===== config.mk =====
export PLATFORM = sky130hd
export DESIGN_NAME = rr_encoder_arbiter
export DESIGN_NICKNAME = d
export VERILOG_FILES = /design/src/rtl/rr_encoder_arbiter.sv
export SDC_FILE = /design/constraint.sdc
export NUM_CORES = 1
export LEC_CHECK = 0
export BUFFER_PORTS_ARGS = -buffer_cell sky130_fd_sc_hd__buf_2
export CAP_MARGIN = 25
export CORE_MARGIN = 2
export CORE_UTILIZATION = 35
export CTS_CLUSTER_DIAMETER = 120
export CTS_CLUSTER_SIZE = 20
export DETAILED_ROUTE_END_ITERATION = 7
export HOLD_SLACK_MARGIN = 0.08
export MAX_ROUTING_LAYER = met4
export SETUP_SLACK_MARGIN = 0.02
export SYNTH_ARGS = -nofsm -noshare
export SYNTH_HDL_FRONTEND = slang
export SYNTH_SLANG_ARGS = --single-unit

===== constraint.sdc =====
create_clock -name clk -period 1.9 [get_ports clk]
set_input_delay 0.095 -clock clk [delete_from_list [all_inputs] [get_ports clk]]
set_output_delay 0.095 -clock clk [all_outputs]
set_load 0.01 [all_outputs]

===== src/rtl/rr_encoder_arbiter.sv =====
// Four-way round-robin arbiter with a registered one-hot grant and 2-bit encoded index.
// Optional hold-time limit enabled by defining ARB_TIMEOUT_EN (uses HOLD_MAX).
module rr_encoder_arbiter #(
  parameter int HOLD_MAX = 8
) (
  input  logic       clk,
  input  logic       rst,
  input  logic       inA,
  input  logic       inB,
  input  logic       inC,
  input  logic       inD,
  input  logic       done,
  output logic [3:0] gnt,
  output logic       outE0,
  output logic       outE1,
  output logic       valid,
  output logic       timeout
);

  typedef enum logic {IDLE, BUSY} state_t;

`ifdef ARB_TIMEOUT_EN
  localparam logic TIMEOUT_EN = 1'b1;
`else
  localparam logic TIMEOUT_EN = 1'b0;
`endif

  state_t      state_q, state_d;
  logic [3:0]  gnt_q, gnt_d;
  logic [1:0]  idx_q, idx_d;
  logic [1:0]  ptr_q, ptr_d;
  logic [7:0]  hold_q, hold_d;
  logic        valid_q, valid_d;
  logic        timeout_q, timeout_d;

  logic [3:0]  req;
  logic [1:0]  pick_idx;
  logic        pick_vld;
  logic        owner_req;
  logic        hold_limit;

  assign req        = {inD, inC, inB, inA};
  assign owner_req  = req[idx_q];
  assign hold_limit = TIMEOUT_EN && (hold_q == 8'(HOLD_MAX - 1));

  // Scan from the highest offset down so the requester closest to ptr wins.
  always_comb begin
    logic [1:0] cand;
    cand     = ptr_q;
    pick_vld = 1'b0;
    pick_idx = ptr_q;
    for (int k = 3; k >= 0; k--) begin
      cand = ptr_q + 2'(k);
      if (req[cand]) begin
        pick_vld = 1'b1;
        pick_idx = cand;
      end
    end
  end

  always_comb begin
    state_d   = state_q;
    gnt_d     = gnt_q;
    idx_d     = idx_q;
    ptr_d     = ptr_q;
    hold_d    = hold_q;
    valid_d   = valid_q;
    timeout_d = 1'b0;
    unique case (state_q)
      IDLE: begin
        gnt_d   = 4'b0000;
        idx_d   = 2'b00;
        valid_d = 1'b0;
        if (pick_vld) begin
          state_d = BUSY;
          gnt_d   = 4'b0001 << pick_idx;
          idx_d   = pick_idx;
          valid_d = 1'b1;
          hold_d  = 8'd0;
        end
      end
      BUSY: begin
        if (done || !owner_req || hold_limit) begin
          state_d   = IDLE;
          gnt_d     = 4'b0000;
          idx_d     = 2'b00;
          valid_d   = 1'b0;
          ptr_d     = idx_q + 2'd1;
          // Pulse only when the limit alone forced the release.
          timeout_d = hold_limit && !done && owner_req;
        end else if (hold_q != 8'hFF) begin
          hold_d = hold_q + 8'd1;
        end
      end
      default: state_d = IDLE;
    endcase
  end

  always_ff @(posedge clk) begin
    if (rst) begin
      state_q   <= IDLE;
      gnt_q     <= 4'b0000;
      idx_q     <= 2'b00;
      ptr_q     <= 2'b00;
      hold_q    <= 8'd0;
      valid_q   <= 1'b0;
      timeout_q <= 1'b0;
    end else begin
      state_q   <= state_d;
      gnt_q     <= gnt_d;
      idx_q     <= idx_d;
      ptr_q     <= ptr_d;
      hold_q    <= hold_d;
      valid_q   <= valid_d;
      timeout_q <= timeout_d;
    end
  end

  assign gnt     = gnt_q;
  assign outE0   = idx_q[0];
  assign outE1   = idx_q[1];
  assign valid   = valid_q;
  assign timeout = timeout_q;

endmodule


==> metrics.log, run 1 <==
INFO  metric wl_per_cell = roughly 12 µm
INFO  metric synthesis.nets = between 60 and 70
INFO  metric groute.usage.overall = 0.136
INFO  metric synth-seq-area-share = 0.396
INFO  metric combinationalPowerShare = 0.194
INFO  metric post-route-period-util = 0.814
INFO  metric insertion_delay = about 0.28 ns
INFO  metric fin_tns_setup = 0 ns
INFO  metric max_cap_violations = 0
INFO  metric power_frac_seq = 0.445
INFO  metric synth.lib_cells_used.distinct = 26
INFO  metric dieWidth = roughly 42 µm
INFO  metric power_switching = about 150 µW
INFO  metric cts_setup_buffers = 0
INFO  metric boundaryPins = 15
INFO  metric drt_drc_violations_left = 0
INFO  metric clock_power_share = 0.362
INFO  metric post_synth.cell_area_avg = ~8.7 µm²
INFO  metric global_route_wire_length_before_repair = 1.68 mm
INFO  metric leakage = roughly 0.26 nW
INFO  metric endpoints_failing_setup = 0
INFO  metric hold_buffers = 0
INFO  metric timing.critical_path.fanout_max = 4
INFO  metric cts_root_buf = sky130_fd_sc_hd__clkbuf_4
INFO  metric drive_above_1_share = 0.329
INFO  metric power.total = 543 µW
INFO  metric detailed_router_iteration_count_before_antenna_repair = 4
INFO  metric clock_tree.buffer_depth = 2
INFO  metric endpoint_arrival_time_on_the_critical_path = ~1.7 ns
INFO  metric antenna_cells = 0
INFO  metric die_area = 1760 µm²
INFO  metric grt_max_degree = 13
INFO  metric post_synth_edffs = 0
INFO  metric syn2layout_area_growth = 21.3%
INFO  metric htree_num_levels = 1
INFO  metric finalHoldViolations = 0
INFO  metric endpoint_kind = flip-flop
INFO  metric grt_overflow = 0
INFO  metric detail_route.vias_per_cell = roughly 5.1
INFO  metric cells_after_synth = 58
INFO  metric rows = 13
INFO  metric period_needed = 1.55 ns
INFO  metric nFillCells = approximately 140
INFO  metric postSynth.asyncResetShare = 0
INFO  metric num_vias = between 400 and 500
INFO  metric post_cts_resized = 0
INFO  metric grt_pass1_vias = around 390
INFO  metric p_int = ~390 µW
INFO  metric clkSlewWorstSetupHoldPaths = ~0.070 ns
INFO  metric reg2reg_setup_slack = approximately 0.35 ns
INFO  metric yosys.cell_count.top_type = sky130_fd_sc_hd__dfxtp_1
INFO  metric cts.sink_count = 10
INFO  metric number_of_drc_markers_in_iteration_0 = 11
INFO  metric power.switching_fraction = 0.279
INFO  metric finalMaxSlewViolations = 0
INFO  metric ys.flop_type = sky130_fd_sc_hd__dfxtp_1
INFO  metric dp.final_hpwl = 811 µm
INFO  metric ys_ff_latch = 10
INFO  metric height_of_the_die = around 42 µm
INFO  metric finalNetCount = about 80
INFO  metric synthTopCellsByCount = 10 x sky130_fd_sc_hd__dfxtp_1, 8 x sky130_fd_sc_hd__nor2_1, 7 x sky130_fd_sc_hd__nand2_1, 5 x sky130_fd_sc_hd__a21oi_1, 3 x sky130_fd_sc_hd__nand3b_1
INFO  metric yosysTopAreaCellShare = 0.396
INFO  metric initial_utilization = 0.384
INFO  metric hp-class = in2reg
INFO  metric tritoncts = done
INFO  metric yosysWarningCount = 0
INFO  metric ant_nets = 0
INFO  metric crit_chain = mux4_2, nand2b_1, and2_4, nor2_1, a211oi_1
INFO  metric synth.cell_area = slightly above 500 µm²
INFO  metric outcome = finished, final reports clean
INFO  metric gp_congestion = approximately 0.76
INFO  metric ir_drop = roughly 0.44 mV
INFO  metric fmax = between 600 and 700 MHz
INFO  metric crit_type = reg2reg
INFO  metric cts_inserted_buffers = 3
INFO  metric core_region_area = 1320 µm²
INFO  metric rsz0062_at_grt = no
INFO  metric critPathSlowestCell = sky130_fd_sc_hd__mux4_2
INFO  metric timing.critical_path.required = about 2.1 ns
INFO  metric io_buffer_count = 13
INFO  metric grt_antenna_before_repair = 0
INFO  metric hold_ws = approximately 0.12 ns
INFO  metric yosys-top-cells-area = sky130_fd_sc_hd__dfxtp_1 40%, sky130_fd_sc_hd__nor2_1 5.9%, sky130_fd_sc_hd__nand2_1 5.2%, sky130_fd_sc_hd__a21oi_1 5.0%, sky130_fd_sc_hd__mux4_2 4.5%
INFO  metric critical_path.startpoint_type = flip-flop
INFO  metric totalWireLength = about 1.1 mm
INFO  metric netlist.top_cell.by_area = sky130_fd_sc_hd__dfxtp_1
INFO  metric final.setup_skew = approximately 0.0034 ns
INFO  metric power.density = about 890 nW/µm²
INFO  metric crit_path_max_incr_delay = 0.52 ns
==> final timing paths <==
kind	from	to	depth (start not counted)
worst max-delay path	idx_q[1]	ptr_q[0]	5
worst max register to register	idx_q[1]	ptr_q[0]	5
worst min register to register	gnt[0]	gnt[0]	2
worst min-delay path	rst	gnt[0]	2
==> worst max-delay path: cells and delay by family, from the launching register on <==
family / cells / cell delay, ns
AND/OR/NAND/NOR: 3 / 0.33
flip-flops: 1 / 0.40
multiplexers: 1 / 0.52
AO/OA/AOI/OAI: 1 / 0.20
==> stage by stage <==
step	instances	cell area, µm²	worst slack [ns]	utilization
floorplan	58	505	0.398	-
global placement	84	577	0.436	0.438
detailed placement	84	577	0.350	0.438
CTS	88	613	0.329	0.465
global route	88	613	0.247	0.465
finish	88	613	0.354	0.465
==> sequential cells by signal, summed over array words and instances (netlist names) <==
name     count
state_q      1
gnt          4
ptr_q        2
valid        1
idx_q        2
==> layer usage <==
metal	GRT usage	vias to the layer above	wire, µm
li1	-	230	-
met3	0.0431	5	69
met1	0.149	203	513
met5	-	-	0
met4	0.116	0	41
met2	0.197	12	466
==> final cells by class <==
type / instances / area (µm²) / area share
multi-input cells: 44 / 285 / 0.465
flip-flops and latches: 10 / 200 / 0.327
clock buffers: 4 / 36.3 / 0.0592
repair buffers: 13 / 65.1 / 0.106
well taps: 15 / 18.8 / 0.0306
inverters: 2 / 7.51 / 0.0122
==> placed cells by master, fill, tap and decap left out, types with 2 or more instances in the layout <==
master / synthesis / final
sky130_fd_sc_hd__a21oi_1: 5 / 5
sky130_fd_sc_hd__buf_2: 1 / 13
sky130_fd_sc_hd__clkbuf_4: 0 / 3
sky130_fd_sc_hd__dfxtp_1: 10 / 10
sky130_fd_sc_hd__inv_1: 2 / 2
sky130_fd_sc_hd__nand2_1: 7 / 7
sky130_fd_sc_hd__nand2b_1: 2 / 2
sky130_fd_sc_hd__nand3b_1: 3 / 3
sky130_fd_sc_hd__nor2_1: 8 / 8
sky130_fd_sc_hd__nor2b_1: 2 / 2
sky130_fd_sc_hd__o31ai_1: 2 / 2
==> power by group through the flow <==
stage / Sequential, mW / Clock (mW) / Combinational (mW)
finish: 0.241 / 0.196 / 0.105
global route: 0.244 / 0.207 / 0.116
CTS: 0.242 / 0.203 / 0.106
detailed placement: 0.247 / 0 / 0.106
global placement: 0.247 / 0 / 0.105
floorplan: 0.250 / 0 / 0.0699
==> cell families (layout without fill, tap and decap cells) <==
logic type,count (synthesis),in the layout,synth area share
and+or+nand+nor,26,26,0.265
other,1,1,0.00742
muxes,1,1,0.0446
buffers and inverters,4,19,0.0396
AOI/OAI and AO/OA,15,15,0.230
DFF,10,10,0.396
xor gates and xnor gates,1,1,0.0173
No activity file was read; power rests on OpenSTA's default activity.
==> inputs of run 2 (changes only) <==
- clock period: 1.9 -> 1.3 ns (I/O delays scaled with it)
==> metrics.log, run 2 (synthesis results as in run 1) <==
INFO  metric endpoint_arrival_time_on_the_critical_path = 1.60 ns (-0.13 ns)
INFO  metric timing.critical_path.fanout_max = 3 (-1)
INFO  metric final.setup_skew = 0.00975 ns (+0.00639 ns)
INFO  metric drt_drc_violations_left = 0 (unchanged)
INFO  metric dieWidth = 42.0 µm (unchanged)
INFO  metric hp-class = in2reg
INFO  metric crit_chain = or3_1, o21ai_2, o31ai_4, or3b_1, a21oi_2
INFO  metric leakage = 0.318 nW (+23%)
INFO  metric timing.critical_path.required = 1.51 ns (-0.58 ns)
INFO  metric initial_utilization = 0.384 (unchanged)
INFO  metric ir_drop = 0.741 mV (+70%)
INFO  metric holdCritStartpoint = rst
INFO  metric critical_path.reg2reg.startpoint = ptr_q[1]
INFO  metric power.switching_fraction = 0.296 (+0.0173)
INFO  metric clkSlewWorstSetupHoldPaths = 0.07 ns (about the same)
INFO  metric final_critical_path_setup_slack = -0.0970 ns (-0.451 ns)
INFO  metric rows = 13 (unchanged)
INFO  metric reg2reg_setup_slack = -0.1 ns (-0.45 ns)
INFO  metric post-route-period-util = 1.07 (+0.261)
INFO  metric insertion_delay = 0.27 ns (about the same)
INFO  metric power.total = 802 µW (+48%)
INFO  metric global_route_wire_length_before_repair = 2.01 mm (+20%)
INFO  metric outcome = finished with violations
INFO  metric finish.utilization = 0.549 (+0.0836)
INFO  metric power_frac_seq = 0.434 (-0.011)
INFO  metric core_region_area = 1320 µm² (unchanged)
INFO  metric reg2reg_to = gnt[0]
INFO  metric max_cap_violations = 0 (unchanged)
INFO  metric mostFrequentLayoutCell = sky130_fd_sc_hd__buf_2
INFO  metric finalNetCount = 92 (+14%)
INFO  metric num_vias = 500 (+11%)
INFO  metric endpoints_failing_setup = 8 (+8)
INFO  metric largest_register_ff_count = 4 (unchanged)
INFO  metric nFillCells = 133 (-5.7%)
INFO  metric period_needed = 1.40 ns (-0.149 ns)
INFO  metric worst_setup_path_startpoint = ptr_q[1]
INFO  metric number_of_drc_markers_in_iteration_0 = 5 (-6)
INFO  metric final_cell_mix = 13 x sky130_fd_sc_hd__buf_2, 11 x sky130_fd_sc_hd__buf_4, 8 x sky130_fd_sc_hd__nor2_1, 8 x sky130_fd_sc_hd__dfxtp_1, 7 x sky130_fd_sc_hd__nand2_1
INFO  metric io_buffer_count = 13 (unchanged)
INFO  metric tritoncts = done
INFO  metric rsz0062_at_grt = yes
INFO  metric clock_power_share = 0.282 (-0.080)
INFO  metric crit_path_max_incr_delay = 0.38 ns (-0.14 ns)
INFO  metric antenna_cells = 0 (unchanged)
INFO  metric finalHoldViolations = 0 (unchanged)
INFO  metric power_switching = 238 µW (+57%)
INFO  metric boundaryPins = 15 (unchanged)
INFO  metric height_of_the_die = 42.0 µm (unchanged)
INFO  metric clock_tree.buffer_depth = 2 (unchanged)
INFO  metric grt_max_degree = 13 (unchanged)
INFO  metric cp_num_buf_inv = 0 (unchanged)
INFO  metric wl_per_cell = 12.4 µm (about the same)
INFO  metric cts_inserted_buffers = 3 (unchanged)
INFO  metric combinationalPowerShare = 0.283 (+0.089)
INFO  metric violations = setup timing
INFO  metric ant_nets = 0 (unchanged)
INFO  metric cts.sink_count = 10 (unchanged)
INFO  metric totalWireLength = 1.23 mm (+13%)
INFO  metric hold_end = idx_q[1]
INFO  metric hold_buffers = 0 (unchanged)
INFO  metric crit_type = reg2reg
INFO  metric htree_num_levels = 1 (unchanged)
INFO  metric critical_path.startpoint_type = flip-flop
INFO  metric fmax = 716 MHz (+11%)
INFO  metric critPathSlowestCell = sky130_fd_sc_hd__or3b_1
INFO  metric die_area = 1760 µm² (unchanged)
INFO  metric detailed_router_iteration_count_before_antenna_repair = 2 (-2)
INFO  metric groute.usage.overall = 0.152 (+0.0165)
INFO  metric endpoint_kind = flip-flop
INFO  metric gp_congestion = 0.887 (+17%)
INFO  metric grt_pass1_vias = 473 (+20%)
INFO  metric path_delay_family = simple AND/OR/NAND/NOR gates
INFO  metric syn2layout_area_growth = 43.1%
INFO  metric p_int = 564 µW (+44%)
INFO  metric hold-path-cell-count = 2 (unchanged)
INFO  metric dp.final_hpwl = 927 µm (+14%)
INFO  metric drive_above_1_share = 0.476 (+0.147)
INFO  metric cts_root_buf = sky130_fd_sc_hd__clkbuf_4
INFO  metric finalMaxSlewViolations = 0 (unchanged)
INFO  metric grt_antenna_before_repair = 0 (unchanged)
INFO  metric grt_overflow = 0 (unchanged)
INFO  metric rr_worst_depth = 5 (unchanged)
INFO  metric detail_route.vias_per_cell = 5.05 (-1.2%)
INFO  metric power.density = 1110 nW/µm² (+25%)
==> run 2: worst register-to-register path, stage by stage (launching register included) <==
cell and delay (ns):
sky130_fd_sc_hd__dfxtp_2 0.32, sky130_fd_sc_hd__or3_1 0.31, sky130_fd_sc_hd__o21ai_2 0.09, sky130_fd_sc_hd__o31ai_4 0.11, sky130_fd_sc_hd__or3b_1 0.38, sky130_fd_sc_hd__a21oi_2 0.13
==> run 2: worst max-delay path by stage <==
stage	to	slack, ns	depth (start not counted)
5_1_grt	gnt[1]	-0.16	5
6_report	gnt[0]	-0.1	5
3_5_place_dp	ptr_q[0]	-0.10	5
4_1_cts	ptr_q[0]	-0.11	5
3_3_place_gp	ptr_q[0]	-0.07	5
2_1_floorplan	ptr_q[0]	-0.07	5
==> run 2: repair_timing <==
action	in CTS	in global routing
pin swaps	1	5
setup buffers	0	1
setup endpoints to repair	10	10
gates resized for setup	2	4
endpoints found under the hold margin	0	0
==> run 2: routing by layer <==
metal	vias to the layer above	GRT usage	wire length [µm]
li1	253	-	-
met1	226	0.175	558
met2	15	0.241	559
met3	6	0.0431	73
met4	0	0.0774	34
met5	-	-	0
==> run 2: power by group through the flow <==
stage / clock network [mW] / logic [mW] / registers, mW
global placement: 0 / 0.201 / 0.354
floorplan: 0 / 0.102 / 0.365
global route: 0.258 / 0.245 / 0.352
detailed placement: 0 / 0.204 / 0.355
CTS: 0.234 / 0.216 / 0.348
finish: 0.226 / 0.227 / 0.348
==> run 2: layout make-up <==
cell class | instances | area [µm²] | area share
inverter | 2 | 7.51 | 0.0104
tap | 15 | 18.8 | 0.0260
multi-input combinational | 44 | 318 | 0.439
sequential | 10 | 205 | 0.284
clock buffer | 4 | 26.3 | 0.0363
timing repair buffer | 24 | 148 | 0.204
==> run 2: stage by stage <==
stage | TNS (ns) | worst slack [ns] | cell area [µm²] | cells | hold WS (ns)
finish | -0.481 | -0.0970 | 723 | 99 | 0.107
global placement | -0.314 | -0.0745 | 657 | 94 | 0.380
detailed placement | -0.414 | -0.100 | 657 | 94 | 0.390
floorplan | -0.169 | -0.0675 | 510 | 58 | 0.249
CTS | -0.572 | -0.113 | 699 | 98 | 0.108
global route | -1.02 | -0.162 | 723 | 99 | 0.113
==> inputs of run 3 (changes only) <==
- GPL_ROUTABILITY_DRIVEN: unset -> 0
- clock period: 1.3 -> 1.25 ns (I/O delays scaled with it)
==> metrics.log, run 3 (synthesis results as in run 1) <==
INFO  metric outcome = finished with violations
INFO  metric violations = setup timing
INFO  metric cts.sink_count = 10 (unchanged)
INFO  metric endpoints_failing_setup = 10 (+2)
INFO  metric grt_pass1_vias = 527 (+11%)
INFO  metric reg2reg_setup_slack = -0.19 ns (-0.09 ns)
INFO  metric timing.critical_path.fanout_max = 3 (unchanged)
INFO  metric crit_chain = mux4_2, nand2b_4, and2_4, nor2_2, a211oi_2
INFO  metric critPathSlowestCell = sky130_fd_sc_hd__mux4_2
INFO  metric groute.usage.overall = 0.164 (+0.0121)
INFO  metric finalHoldViolations = 0 (unchanged)
INFO  metric ir_drop = 0.714 mV (-3.7%)
INFO  metric timing.critical_path.required = 1.44 ns (-0.07 ns)
INFO  metric finalNetCount = 94 (+2.2%)
INFO  metric critical_path.startpoint_type = flip-flop
INFO  metric grt_antenna_before_repair = 0 (unchanged)
INFO  metric grt_overflow = 0 (unchanged)
INFO  metric antenna_cells = 0 (unchanged)
INFO  metric endpoint_kind = flip-flop
INFO  metric power.density = 1170 nW/µm² (+5.5%)
INFO  metric dp_cells = 94 (unchanged)
INFO  metric rows = 13 (unchanged)
INFO  metric die_area = 1760 µm² (unchanged)
INFO  metric drive_above_1_share = 0.581 (+0.105)
INFO  metric path_delay_family = multiplexers
INFO  metric fmax = 696 MHz (-2.8%)
INFO  metric clock_tree.buffer_depth = 2 (unchanged)
INFO  metric global_route_wire_length_before_repair = 2.12 mm (+5.5%)
INFO  metric height_of_the_die = 42.0 µm (unchanged)
INFO  metric grt_max_degree = 13 (unchanged)
INFO  metric fin_tns_setup = -0.994 ns (-0.514 ns)
INFO  metric totalWireLength = 1.28 mm (+4.1%)
INFO  metric number_of_drc_markers_in_iteration_0 = 1 (-4)
INFO  metric post_layout_nonfiller_instances = 101 (+2.0%)
INFO  metric detailed_router_iteration_count_before_antenna_repair = 3 (+1)
INFO  metric cts_root_buf = sky130_fd_sc_hd__clkbuf_4
INFO  metric initial_utilization = 0.384 (unchanged)
INFO  metric wl_per_cell = 12.6 µm (+2.0%)
INFO  metric core_region_area = 1320 µm² (unchanged)
INFO  metric crit_type = reg2reg
INFO  metric crit_path_max_incr_delay = 0.52 ns (+0.14 ns)
INFO  metric hold_buffers = 0 (unchanged)
INFO  metric htree_num_levels = 1 (unchanged)
INFO  metric insertion_delay = 0.27 ns (about the same)
INFO  metric drt_drc_violations_left = 0 (unchanged)
INFO  metric cp_num_buf_inv = 0 (unchanged)
INFO  metric rsz0062_at_grt = yes
INFO  metric power.total = 915 µW (+14%)
INFO  metric dp.final_hpwl = 910 µm (-1.8%)
INFO  metric leakage = 0.353 nW (+11%)
INFO  metric mostFrequentLayoutCell = sky130_fd_sc_hd__buf_2
INFO  metric num_vias = 527 (+5.4%)
INFO  metric endpoint_arrival_time_on_the_critical_path = 1.63 ns (+0.03 ns)
INFO  metric max_cap_violations = 0 (unchanged)
INFO  metric clkSlewWorstSetupHoldPaths = 0.07 ns (about the same)
INFO  metric ant_nets = 0 (unchanged)
INFO  metric finalMaxSlewViolations = 0 (unchanged)
INFO  metric dieWidth = 42.0 µm (unchanged)
INFO  metric final_cell_mix = 13 x sky130_fd_sc_hd__buf_2, 11 x sky130_fd_sc_hd__buf_4, 7 x sky130_fd_sc_hd__nor2_1, 7 x sky130_fd_sc_hd__dfxtp_1, 4 x sky130_fd_sc_hd__nand2_1
INFO  metric post-route-period-util = 1.15 (+0.0755)
INFO  metric final.setup_skew = 0.00627 ns (-0.00348 ns)
INFO  metric largest_register_ff_count = 4 (unchanged)
INFO  metric final_critical_path_setup_slack = -0.188 ns (-0.0906 ns)
INFO  metric period_needed = 1.44 ns (+0.0406 ns)
INFO  metric boundaryPins = 15 (unchanged)
INFO  metric cts_inserted_buffers = 3 (unchanged)
INFO  metric syn2layout_area_growth = 54.7%
INFO  metric hp-class = in2reg
INFO  metric detail_route.vias_per_cell = 5.22 (+3.3%)
INFO  metric io_buffer_count = 13 (unchanged)
INFO  metric tritoncts = done
## run 3: final timing paths
kind         depth (start not counted)  startpoint       end
max                                  5    idx_q[1]  ptr_q[0]
max reg2reg                          5    idx_q[1]  ptr_q[0]
min reg2reg                          2      gnt[0]    gnt[0]
min                                  2         rst  idx_q[0]
## run 3: worst reg2reg max path: stages, from the launching register on
cell	delay, ns
sky130_fd_sc_hd__dfxtp_4	0.35
sky130_fd_sc_hd__mux4_2	0.52
sky130_fd_sc_hd__nand2b_4	0.11
sky130_fd_sc_hd__and2_4	0.15
sky130_fd_sc_hd__nor2_2	0.04
sky130_fd_sc_hd__a211oi_2	0.19
## run 3: through the flow
step	hold WS (ns)	setup slack, ns	area (µm²)	util
6_report	0.107	-0.188	782	0.594
5_1_grt	0.115	-0.236	782	0.594
4_1_cts	0.0876	-0.159	719	0.546
3_5_place_dp	0.384	-0.144	657	0.499
3_3_place_gp	0.378	-0.123	657	0.499
2_1_floorplan	0.246	-0.118	510	-
## run 3: per-layer routing
metal	up-vias	track usage	routed length [µm]
li1	258	-	-
met1	243	0.178	571
met2	17	0.247	564
met3	9	0.0345	71
met4	0	0.155	70
met5	-	-	0
## run 3: timing repair
action	in CTS	in global routing
pin swaps	6	3
resized for setup	5	11
buffers inserted	0	3
endpoints found under the setup margin	10	10
## run 3: final cells by class
type	instances	area, µm²
Inverter	2	7.51
Multi-Input combinational cell	44	343
Sequential cell	10	206
Tap cell	15	18.8
Timing Repair Buffer	26	170
Fill cell	127	536
Clock buffer	4	36.3
## run 3: power breakdown
| part | switching [mW] | total (mW) | internal, mW |
|---|---|---|---|
| sequential | 0.0167 | 0.363 | 0.346 |
| combinational | 0.127 | 0.256 | 0.129 |
| clock | 0.119 | 0.296 | 0.177 |
